### src/rtl/approx_mac_pkg.sv
// Shared types and constants for the approximate Wallace-tree MAC.
package approx_mac_pkg;
  localparam int BEAT_W = 16;

  typedef enum logic {ACCUM = 1'b0, HOLD = 1'b1} mac_state_e;

  function automatic int prod_w(input int w);
    return 2 * w;
  endfunction
endpackage

### src/rtl/approx_wallace_reducer.sv
// Partial-product generation and Wallace reduction to sum/carry rows.
// Columns below APPROX_COLS are OR-compressed and never emit a carry.
module one_bit_full_adder (
  input  logic a,
  input  logic b,
  input  logic cin,
  output logic sum,
  output logic cout
);
  assign sum  = a ^ b ^ cin;
  assign cout = (a & b) | (cin & (a ^ b));
endmodule

module one_bit_half_adder (
  input  logic a,
  input  logic b,
  output logic sum,
  output logic cout
);
  assign sum  = a ^ b;
  assign cout = a & b;
endmodule

module approx_wallace_reducer
  import approx_mac_pkg::*;
#(
  parameter int W           = 8,
  parameter int APPROX_COLS = 4
) (
  input  logic [W-1:0]          a,
  input  logic [W-1:0]          b,
  output logic [prod_w(W)-1:0]  sum_row,
  output logic [prod_w(W)-1:0]  carry_row
);
  localparam int PW   = prod_w(W);
  localparam int HMAX = W + 2;

  // Column heights after s reduction stages; c < 0 returns the tallest column.
  // Column PW is a sink for carries out of the top column and is never reduced.
  function automatic int hinfo(input int s, input int c);
    int h  [0:33];
    int nh [0:33];
    int mx;
    if (c > PW) return 0;
    for (int k = 0; k <= 33; k++) h[k] = 0;
    for (int k = APPROX_COLS; k < PW; k++)
      for (int i = 0; i < W; i++)
        if (k - i >= 0 && k - i < W) h[k] = h[k] + 1;
    for (int st = 0; st < s; st++) begin
      for (int k = 0; k <= 33; k++) nh[k] = 0;
      for (int k = 0; k < PW; k++) begin
        nh[k]   = nh[k]   + h[k] / 3 + ((h[k] % 3 != 0) ? 1 : 0);
        nh[k+1] = nh[k+1] + h[k] / 3 + ((h[k] % 3 == 2) ? 1 : 0);
      end
      for (int k = 0; k <= 33; k++) h[k] = nh[k];
    end
    if (c >= 0) return h[c];
    mx = 0;
    for (int k = 0; k < PW; k++) if (h[k] > mx) mx = h[k];
    return mx;
  endfunction

  function automatic int num_stages();
    int s;
    s = 0;
    while (s < 16 && hinfo(s, -1) > 2) s++;
    return s;
  endfunction

  localparam int NS = num_stages();

  logic m [0:NS][0:PW][0:HMAX-1];
  logic [PW-1:0] or_row;

  for (genvar c = 0; c <= PW; c++) begin : g_init
    localparam int LO = (c > W - 1) ? c - W + 1 : 0;
    for (genvar r = 0; r < HMAX; r++) begin : g_row
      if (r < hinfo(0, c)) begin : g_pp
        assign m[0][c][r] = a[LO+r] & b[c-LO-r];
      end else begin : g_z
        assign m[0][c][r] = 1'b0;
      end
    end
  end

  // Each stage: 3 bits -> FA, leftover 2 -> HA, leftover 1 passes.
  // Next column layout is [own sums/pass | carries from column c-1 | zeros].
  for (genvar s = 0; s < NS; s++) begin : g_stg
    for (genvar c = 0; c <= PW; c++) begin : g_col
      localparam int H    = hinfo(s, c);
      localparam int NFA  = H / 3;
      localparam int NHA  = (H % 3 == 2) ? 1 : 0;
      localparam int PASS = (H % 3 == 1) ? 1 : 0;
      localparam int HN   = hinfo(s + 1, c);
      localparam int H1   = hinfo(s, c + 1);
      localparam int CB   = (c + 1 >= PW) ? 0 : H1 / 3 + ((H1 % 3 != 0) ? 1 : 0);
      if (c < PW) begin : g_red
        for (genvar f = 0; f < NFA; f++) begin : g_fa
          one_bit_full_adder u_fa (
            .a   (m[s][c][3*f]),
            .b   (m[s][c][3*f+1]),
            .cin (m[s][c][3*f+2]),
            .sum (m[s+1][c][f]),
            .cout(m[s+1][c+1][CB+f])
          );
        end
        if (NHA != 0) begin : g_ha
          one_bit_half_adder u_ha (
            .a   (m[s][c][3*NFA]),
            .b   (m[s][c][3*NFA+1]),
            .sum (m[s+1][c][NFA]),
            .cout(m[s+1][c+1][CB+NFA])
          );
        end
        if (PASS != 0) begin : g_pass
          assign m[s+1][c][NFA] = m[s][c][3*NFA];
        end
      end
      for (genvar r = HN; r < HMAX; r++) begin : g_zero
        assign m[s+1][c][r] = 1'b0;
      end
    end
  end

  always_comb begin
    or_row = '0;
    for (int i = 0; i < W; i++)
      for (int j = 0; j < W; j++)
        if (i + j < APPROX_COLS) or_row[i+j] = or_row[i+j] | (a[i] & b[j]);
  end

  // Approximated columns hold zero in the tree, so OR-ing them in is exact.
  for (genvar c = 0; c < PW; c++) begin : g_out
    assign sum_row[c]   = m[NS][c][0] | or_row[c];
    assign carry_row[c] = m[NS][c][1];
  end
endmodule

### src/rtl/approx_wallace_mac.sv
// Pipelined approximate multiply-accumulate with per-frame result handshake.
// Optional macro ACC_SATURATE_EN: clamp the accumulator on overflow instead of wrapping.
module approx_wallace_mac
  import approx_mac_pkg::*;
#(
  parameter int W           = 8,
  parameter int APPROX_COLS = 4,
  parameter int ACC_W       = 24
) (
  input  logic              clk,
  input  logic              rst,
  input  logic              in_valid,
  output logic              in_ready,
  input  logic [W-1:0]      in_a,
  input  logic [W-1:0]      in_b,
  input  logic              in_last,
  output logic              out_valid,
  input  logic              out_ready,
  output logic [ACC_W-1:0]  out_acc,
  output logic [BEAT_W-1:0] out_beats,
  output logic              out_ovf
);
  localparam int PW     = prod_w(W);
  localparam int STAGES = 2;

  mac_state_e        state, state_nxt;
  logic              adv;
  logic [STAGES:0]   vld_pipe, last_pipe;
  logic [W-1:0]      s1_a, s1_b;
  logic [PW-1:0]     red_sum, red_cy, s2_sum, s2_cy, s3_prod;
  logic [ACC_W:0]    sum_ext;
  logic [ACC_W-1:0]  acc, acc_nxt, acc_add, res_acc_nxt;
  logic [BEAT_W-1:0] cnt, cnt_nxt, cnt_inc, res_beats_nxt;
  logic              flag, flag_nxt, res_ovf_nxt, carry;

  assign out_valid = (state == HOLD);
  assign adv       = !out_valid || out_ready;
  assign in_ready  = adv;

  approx_wallace_reducer #(.W(W), .APPROX_COLS(APPROX_COLS)) u_red (
    .a        (s1_a),
    .b        (s1_b),
    .sum_row  (red_sum),
    .carry_row(red_cy)
  );

  always_ff @(posedge clk) begin
    if (rst) begin
      vld_pipe  <= '0;
      last_pipe <= '0;
      s1_a      <= '0;
      s1_b      <= '0;
      s2_sum    <= '0;
      s2_cy     <= '0;
      s3_prod   <= '0;
    end else if (adv) begin
      vld_pipe  <= {vld_pipe[STAGES-1:0], in_valid};
      last_pipe <= {last_pipe[STAGES-1:0], in_valid & in_last};
      s1_a      <= in_a;
      s1_b      <= in_b;
      s2_sum    <= red_sum;
      s2_cy     <= red_cy;
      s3_prod   <= s2_sum + s2_cy;
    end
  end

  assign sum_ext = {1'b0, acc} + {{(ACC_W + 1 - PW){1'b0}}, s3_prod};
  assign carry   = sum_ext[ACC_W];
`ifdef ACC_SATURATE_EN
  assign acc_add = carry ? {ACC_W{1'b1}} : sum_ext[ACC_W-1:0];
`else
  assign acc_add = sum_ext[ACC_W-1:0];
`endif
  assign cnt_inc = (cnt == {BEAT_W{1'b1}}) ? cnt : cnt + 1'b1;

  always_comb begin
    state_nxt     = state;
    acc_nxt       = acc;
    cnt_nxt       = cnt;
    flag_nxt      = flag;
    res_acc_nxt   = out_acc;
    res_beats_nxt = out_beats;
    res_ovf_nxt   = out_ovf;
    if (state == HOLD && out_ready) state_nxt = ACCUM;
    // A closing beat overrides the HOLD release, reloading the result in place.
    if (adv && vld_pipe[STAGES]) begin
      if (last_pipe[STAGES]) begin
        res_acc_nxt   = acc_add;
        res_beats_nxt = cnt_inc;
        res_ovf_nxt   = flag | carry;
        acc_nxt       = '0;
        cnt_nxt       = '0;
        flag_nxt      = 1'b0;
        state_nxt     = HOLD;
      end else begin
        acc_nxt  = acc_add;
        cnt_nxt  = cnt_inc;
        flag_nxt = flag | carry;
      end
    end
  end

  always_ff @(posedge clk) begin
    if (rst) begin
      state     <= ACCUM;
      acc       <= '0;
      cnt       <= '0;
      flag      <= 1'b0;
      out_acc   <= '0;
      out_beats <= '0;
      out_ovf   <= 1'b0;
    end else begin
      state     <= state_nxt;
      acc       <= acc_nxt;
      cnt       <= cnt_nxt;
      flag      <= flag_nxt;
      out_acc   <= res_acc_nxt;
      out_beats <= res_beats_nxt;
      out_ovf   <= res_ovf_nxt;
    end
  end
endmodule
### config.mk
export PLATFORM = sky130hd
export DESIGN_NAME = approx_wallace_mac
export DESIGN_NICKNAME = d
export VERILOG_FILES = /design/src/rtl/approx_mac_pkg.sv /design/src/rtl/approx_wallace_reducer.sv /design/src/rtl/approx_wallace_mac.sv
export SDC_FILE = /design/constraint.sdc
export NUM_CORES = 1
export LEC_CHECK = 0
export ABC_AREA = 1
export CAP_MARGIN = 15
export CORE_ASPECT_RATIO = 0.9
export CORE_MARGIN = 2
export CORE_UTILIZATION = 65
export DETAILED_ROUTE_END_ITERATION = 12
export PLACE_DENSITY = 0.95
export SLEW_MARGIN = 20
export SYNTH_ARGS = -nofsm -noshare
export SYNTH_HDL_FRONTEND = slang
export SYNTH_HIERARCHICAL = 1
export SYNTH_SLANG_ARGS = --single-unit
### constraint.sdc
create_clock -name clk -period 5.3 [get_ports clk]
set_clock_uncertainty 0.05 [all_clocks]
set_input_delay 0.53 -clock clk [delete_from_list [all_inputs] [get_ports clk]]
set_output_delay 0.53 -clock clk [all_outputs]
set_load 0.01 [all_outputs]
Yosys cells after proc, flatten, opt, wreduce, memory -nomap -nowiden
Index checks and enable logic that the tools add are counted.

storage, ports and cells
  register bits = 146

cells by class
  mux-type cells = 7
  reductions and logical operators = 5
  add/subtract/negate cells = 3
  equal/unequal tests = 1
  bitwise operators = 271

operator list
  kind                     number
  $and A1 B1 Y1            148
  $xor A1 B1 Y1            84
  $or A1 B1 Y1             39
  $mux W16                 2
  $add A24 B16 Y25         1
  $mux W24                 1
  $add A16 B1 Y16 const B  1
  $add A16 B16 Y16         1
  $eq A16 B16 Y1 const B   1
  $mux W1                  4
  $logic_and A1 B1 Y1      2
  $reduce_and A2 Y1        1
  $logic_not A1 Y1         1
  $logic_or A1 B1 Y1       1

Longest topological paths before layout
  word-level depth = 11
  depth in mapped cells = 14
  depth with buffers taken out = 14

Hierarchy
Netlist, hierarchy kept.

by module, submodules not included
  module                  area each (um^2)  times used  cells an instance
  approx_wallace_mac      7802.5            1           1123
  approx_wallace_reducer  804.5             1           171
  one_bit_full_adder      20.0              32          1
  one_bit_half_adder      12.5              20          1

Worst setup path after synthesis
Ideal clock, no wire load.

  path kind = reg2reg
  start = register s1_b[7]
  end = register s2_sum[9]
  slack = 2292 ps
  clock period less this slack = 3008 ps
  library setup time = 116 ps
  path buffers = 2
  data required time = 5134 ps
  arrival time = 2842 ps
  stages on the path, launching flop included = 11
  path through = dfxtp_1 > buf_2 > nand2_1 > inv_1 > fa_1 > fa_1 > fa_1 > fa_1 > buf_4 > o21ai_0 > nor2_1

RTL lines
  what                      RTL line                  RTL
  start: declaration        approx_wallace_mac.sv:29  logic [W-1:0] s1_a, s1_b;
  start signal: assignment  approx_wallace_mac.sv:60  s1_b <= in_b;
  end signal: assignment    approx_wallace_mac.sv:61  s2_sum <= red_sum;
  end: declaration          approx_wallace_mac.sv:30  logic [PW-1:0] red_sum, red_cy, s2_sum, s2_cy, s3_prod;

Worst setup path after layout
  start = input port out_ready
  end = output port in_ready

between the ends
  word-level cells in the longest chain between the ends = 1

RTL lines
  what                RTL line                  RTL
  start: declaration  approx_wallace_mac.sv:18  input logic out_ready,
  $logic_or A1 B1 Y1  approx_wallace_mac.sv:37  assign adv = !out_valid || out_ready;
  end: declaration    approx_wallace_mac.sv:13  output logic in_ready,

Every way passes these cells.

==> flow_summary_export.csv <==
group,metric,value,unit
detailed_routing,wirelength,22.9,mm
worst_setup_path,cp_top_family,"buffers and inverters",
die,start_util,67.1,%
synth,syn_area,0.00950,mm^2
power_and_ir_drop,powerDensity,255,mW/mm^2
cts,clock_latency,0.43,ns
timing,finalCritPeriodShare,63.7,%
detailed_routing,first_pass_iters,7,
timing,hold_ws,0.405,ns
timing,slew_violations,0,
detailed_routing,drt-vias-per-instance,5.59,
timing,fmax,0.296,GHz
global_route,grt_max_degree,77,
global_route,grt_pass1_wl,38.7,mm
worst_setup_path,arrival,2.79,ns
cts,ctsHoldBuffers,0,
layout,seq_area,0.00306,mm^2
global_route,antenna_found_initial,0,
placement,hpwl,15.5,mm
worst_setup_path,crit_path_end_kind,"primary output",
cts,htree_levels,4,
synth,syn_inst,1346,
synth,synth_area_leaders,"dfxtp_1 (32%), nand2_1 (14%), fa_1 (7.2%)",
detailed_routing,drcViolationCount,0,
timing,worstMarginPinSlew,1.00,ns
synth,synth_seq_area_share,32.2,%
layout,nNetsFinal,1458,
worst_setup_path,r2r_slack,2.13,ns
detailed_routing,wl_per_cell,14.7,um
cts,post-cts-setup-buffers,0,
cts,cts_tree,"built",
synth,synth_common_cells,"nand2_1 (366), inv_1 (161), nor2_1 (155)",
synth,synth_top_area_share,32.2,%
die,dieArea,0.0156,mm^2
worst_setup_path,crit_chain,"clkdlybuf4s50_1, nor2_4, buf_4, inv_2, buf_4, clkdlybuf4s50_1",
synth,synth_area_leader_cell,"dfxtp_1",
timing,period_minus_slack,3.37,ns
die,die_h,119,um
die,dieWidth,131,um
job,drv_cap,0,
global_route,grt_use_met2,52.1,%
cts,clk_pin_slew,0.06,ns
power_and_ir_drop,p_leak,5.54,nW
cts,numCtsBuffers,17,
detailed_routing,dr_total_vias,8702,
global_route,grt.total_usage,30.0,%
placement,io_buffers,63,
timing,totalNegativeSetupSlack,0,ns
outcome,outcome,"complete, no violations",
cts,ctsResizeCount,0,
synth,synth_flop_cell,"dfxtp_1",
power_and_ir_drop,ir_worst_vdd,0.245,mV
timing,final-setup-viol-count,0,
worst_setup_path,cpPeakStageDelay,0.67,ns
die,core_area,0.0142,mm^2
layout,syn2layout_area_growth,10.9,%
timing,slew_headroom,33.3,%
worst_setup_path,crit_required,4.72,ns
worst_setup_path,crit_path_top_delay_cell,"clkdlybuf4s50_1",
layout,multi_input_area,0.00533,mm^2
global_route,grt_pass1_vias,8534,
placement,routabilityCongestion,0.969,
timing,rsz0062_at_grt,"no",
synth,yosysMostFrequentCell,"nand2_1",
global_route,grt_overflow_total,0,
die,fp-row-count,41,
cts,clockBufferDepth,2,
worst_setup_path,worstSetupStartpointType,"primary input",
detailed_routing,drt_iter0_markers,923,
layout,fillerInstances,1048,
worst_setup_path,worstPathMaxFanout,76,
layout,drive_gt1_share,6.23,%
worst_setup_path,path_class,"in2out",
global_route,top_usage_layer,"met2",
global_route,grt.met3_usage,5.28,%
synth,synth-seq-cells,153,
die,ios,64,
synth,ys_types,37,
synth,synth_edf_count,0,
cts,cts.sink_count,153,
synth,syn_avg_cell_area,7.06,um^2
worst_hold_path,hold_class,"reg2reg",
synth,synth-async-reset-ratio,0,%
layout,n_antenna_cell,0,
detailed_routing,ant_nets,0,
synth,ys_warn_count,6,
global_route,grt_use_met1,37.6,%
timing,hold_viol,0,
cts,clockRootBuffer,"clkbuf_16",
worst_setup_path,crit_buf_inv,5,
registers in the layout (all words and copies together), names as in the netlist, 8 cells and up:
signal and cells:
acc 24, out_acc 24, cnt 16, out_beats 16, s2_cy 16, s2_sum 16, s3_prod 16, s1_a 8
s1_b 8
worst paths after layout:
check	to	cells past startpoint	from
worst max-delay path	in_ready	6	out_ready
worst min-delay path	out_acc[20]	2	out_acc[20]
worst max register to register	s2_cy[10]	8	s1_a[3]
worst min register to register	out_acc[20]	2	out_acc[20]
per-layer routing:
layer / part of all wire (%) / wire length (um) / vias to the layer above
li1: - / - / 4197
met1: 42 / 9540 / 4075
met2: 49 / 11200 / 379
met3: 7.0 / 1610 / 51
met4: 2.3 / 515 / 0
met5: 0 / 0 / -
report_power, final:
| part | leakage (nW) | switching [mW] | total, mW | internal, mW |
|---|---|---|---|---|
| registers | 1.24 | 0.0369 | 1.22 | 1.18 |
| clock network | 0.302 | 0.513 | 1.24 | 0.732 |
| logic | 3.99 | 0.137 | 0.225 | 0.0883 |
cell families (layout without fill, tap and decap cells):
| logic type | count (synthesis) | count (layout) | synth area share, % |
|---|---|---|---|
| other | 1 | 7 | 0.0395 |
| adder cells (fa/ha/maj) | 86 | 86 | 14.0 |
| flip-flops | 153 | 153 | 32.2 |
| AO/OA/AOI/OAI | 193 | 193 | 11.9 |
| XOR/XNOR | 30 | 30 | 2.77 |
| AND/OR/NAND/NOR | 629 | 629 | 27.1 |
| buffers and inverters | 254 | 266 | 12.0 |
cells in the final DEF (no fill, tap or decap), types with 11 or more instances in the layout:
cell type / synthesis / layout
dfxtp_1: 153 / 153
ha_1: 52 / 52
o21bai_1: 12 / 12
nand2_1: 366 / 366
a21oi_2: 11 / 11
o21ai_0: 79 / 79
nand2_2: 17 / 17
a21oi_1: 63 / 63
xor2_1: 22 / 22
inv_1: 161 / 161
nand3_1: 57 / 57
fa_1: 34 / 34
a22o_1: 20 / 20
clkbuf_16: 0 / 17
clkdlybuf4s50_1: 0 / 62
nor2_1: 155 / 152
cell type report:
cell class	count	share of cell area (%)
multi-input cells	945	50.6
flip-flops and latches	153	29.1
repair buffers	68	6.30
inverters	166	5.92
clock buffers	19	4.30
well taps	193	2.29
clock inverters	13	1.47
tightest hold or removal path, stage by stage, from the launching register on:
cell,delay [ns]
dfxtp_1,0.31
nand2_1,0.06
nand2_1,0.04
through the flow:
step / power, mW / area (um^2) / setup WS [ns] / std cells / utilization [%]
6_report: 2.69 / 10500 / 1.93 / 1557 / 74.4
3_5_place_dp: 1.46 / 9920 / 1.70 / 1525 / 70.1
2_1_floorplan: 1.43 / 9520 / 2.29 / 1352 / -
5_1_grt: 2.78 / 10500 / 1.77 / 1557 / 74.4
3_3_place_gp: 1.45 / 9920 / 1.83 / 1525 / 70.1
4_1_cts: 2.70 / 10500 / 1.92 / 1557 / 74.4
No activity file was read; power rests on OpenSTA's default activity.
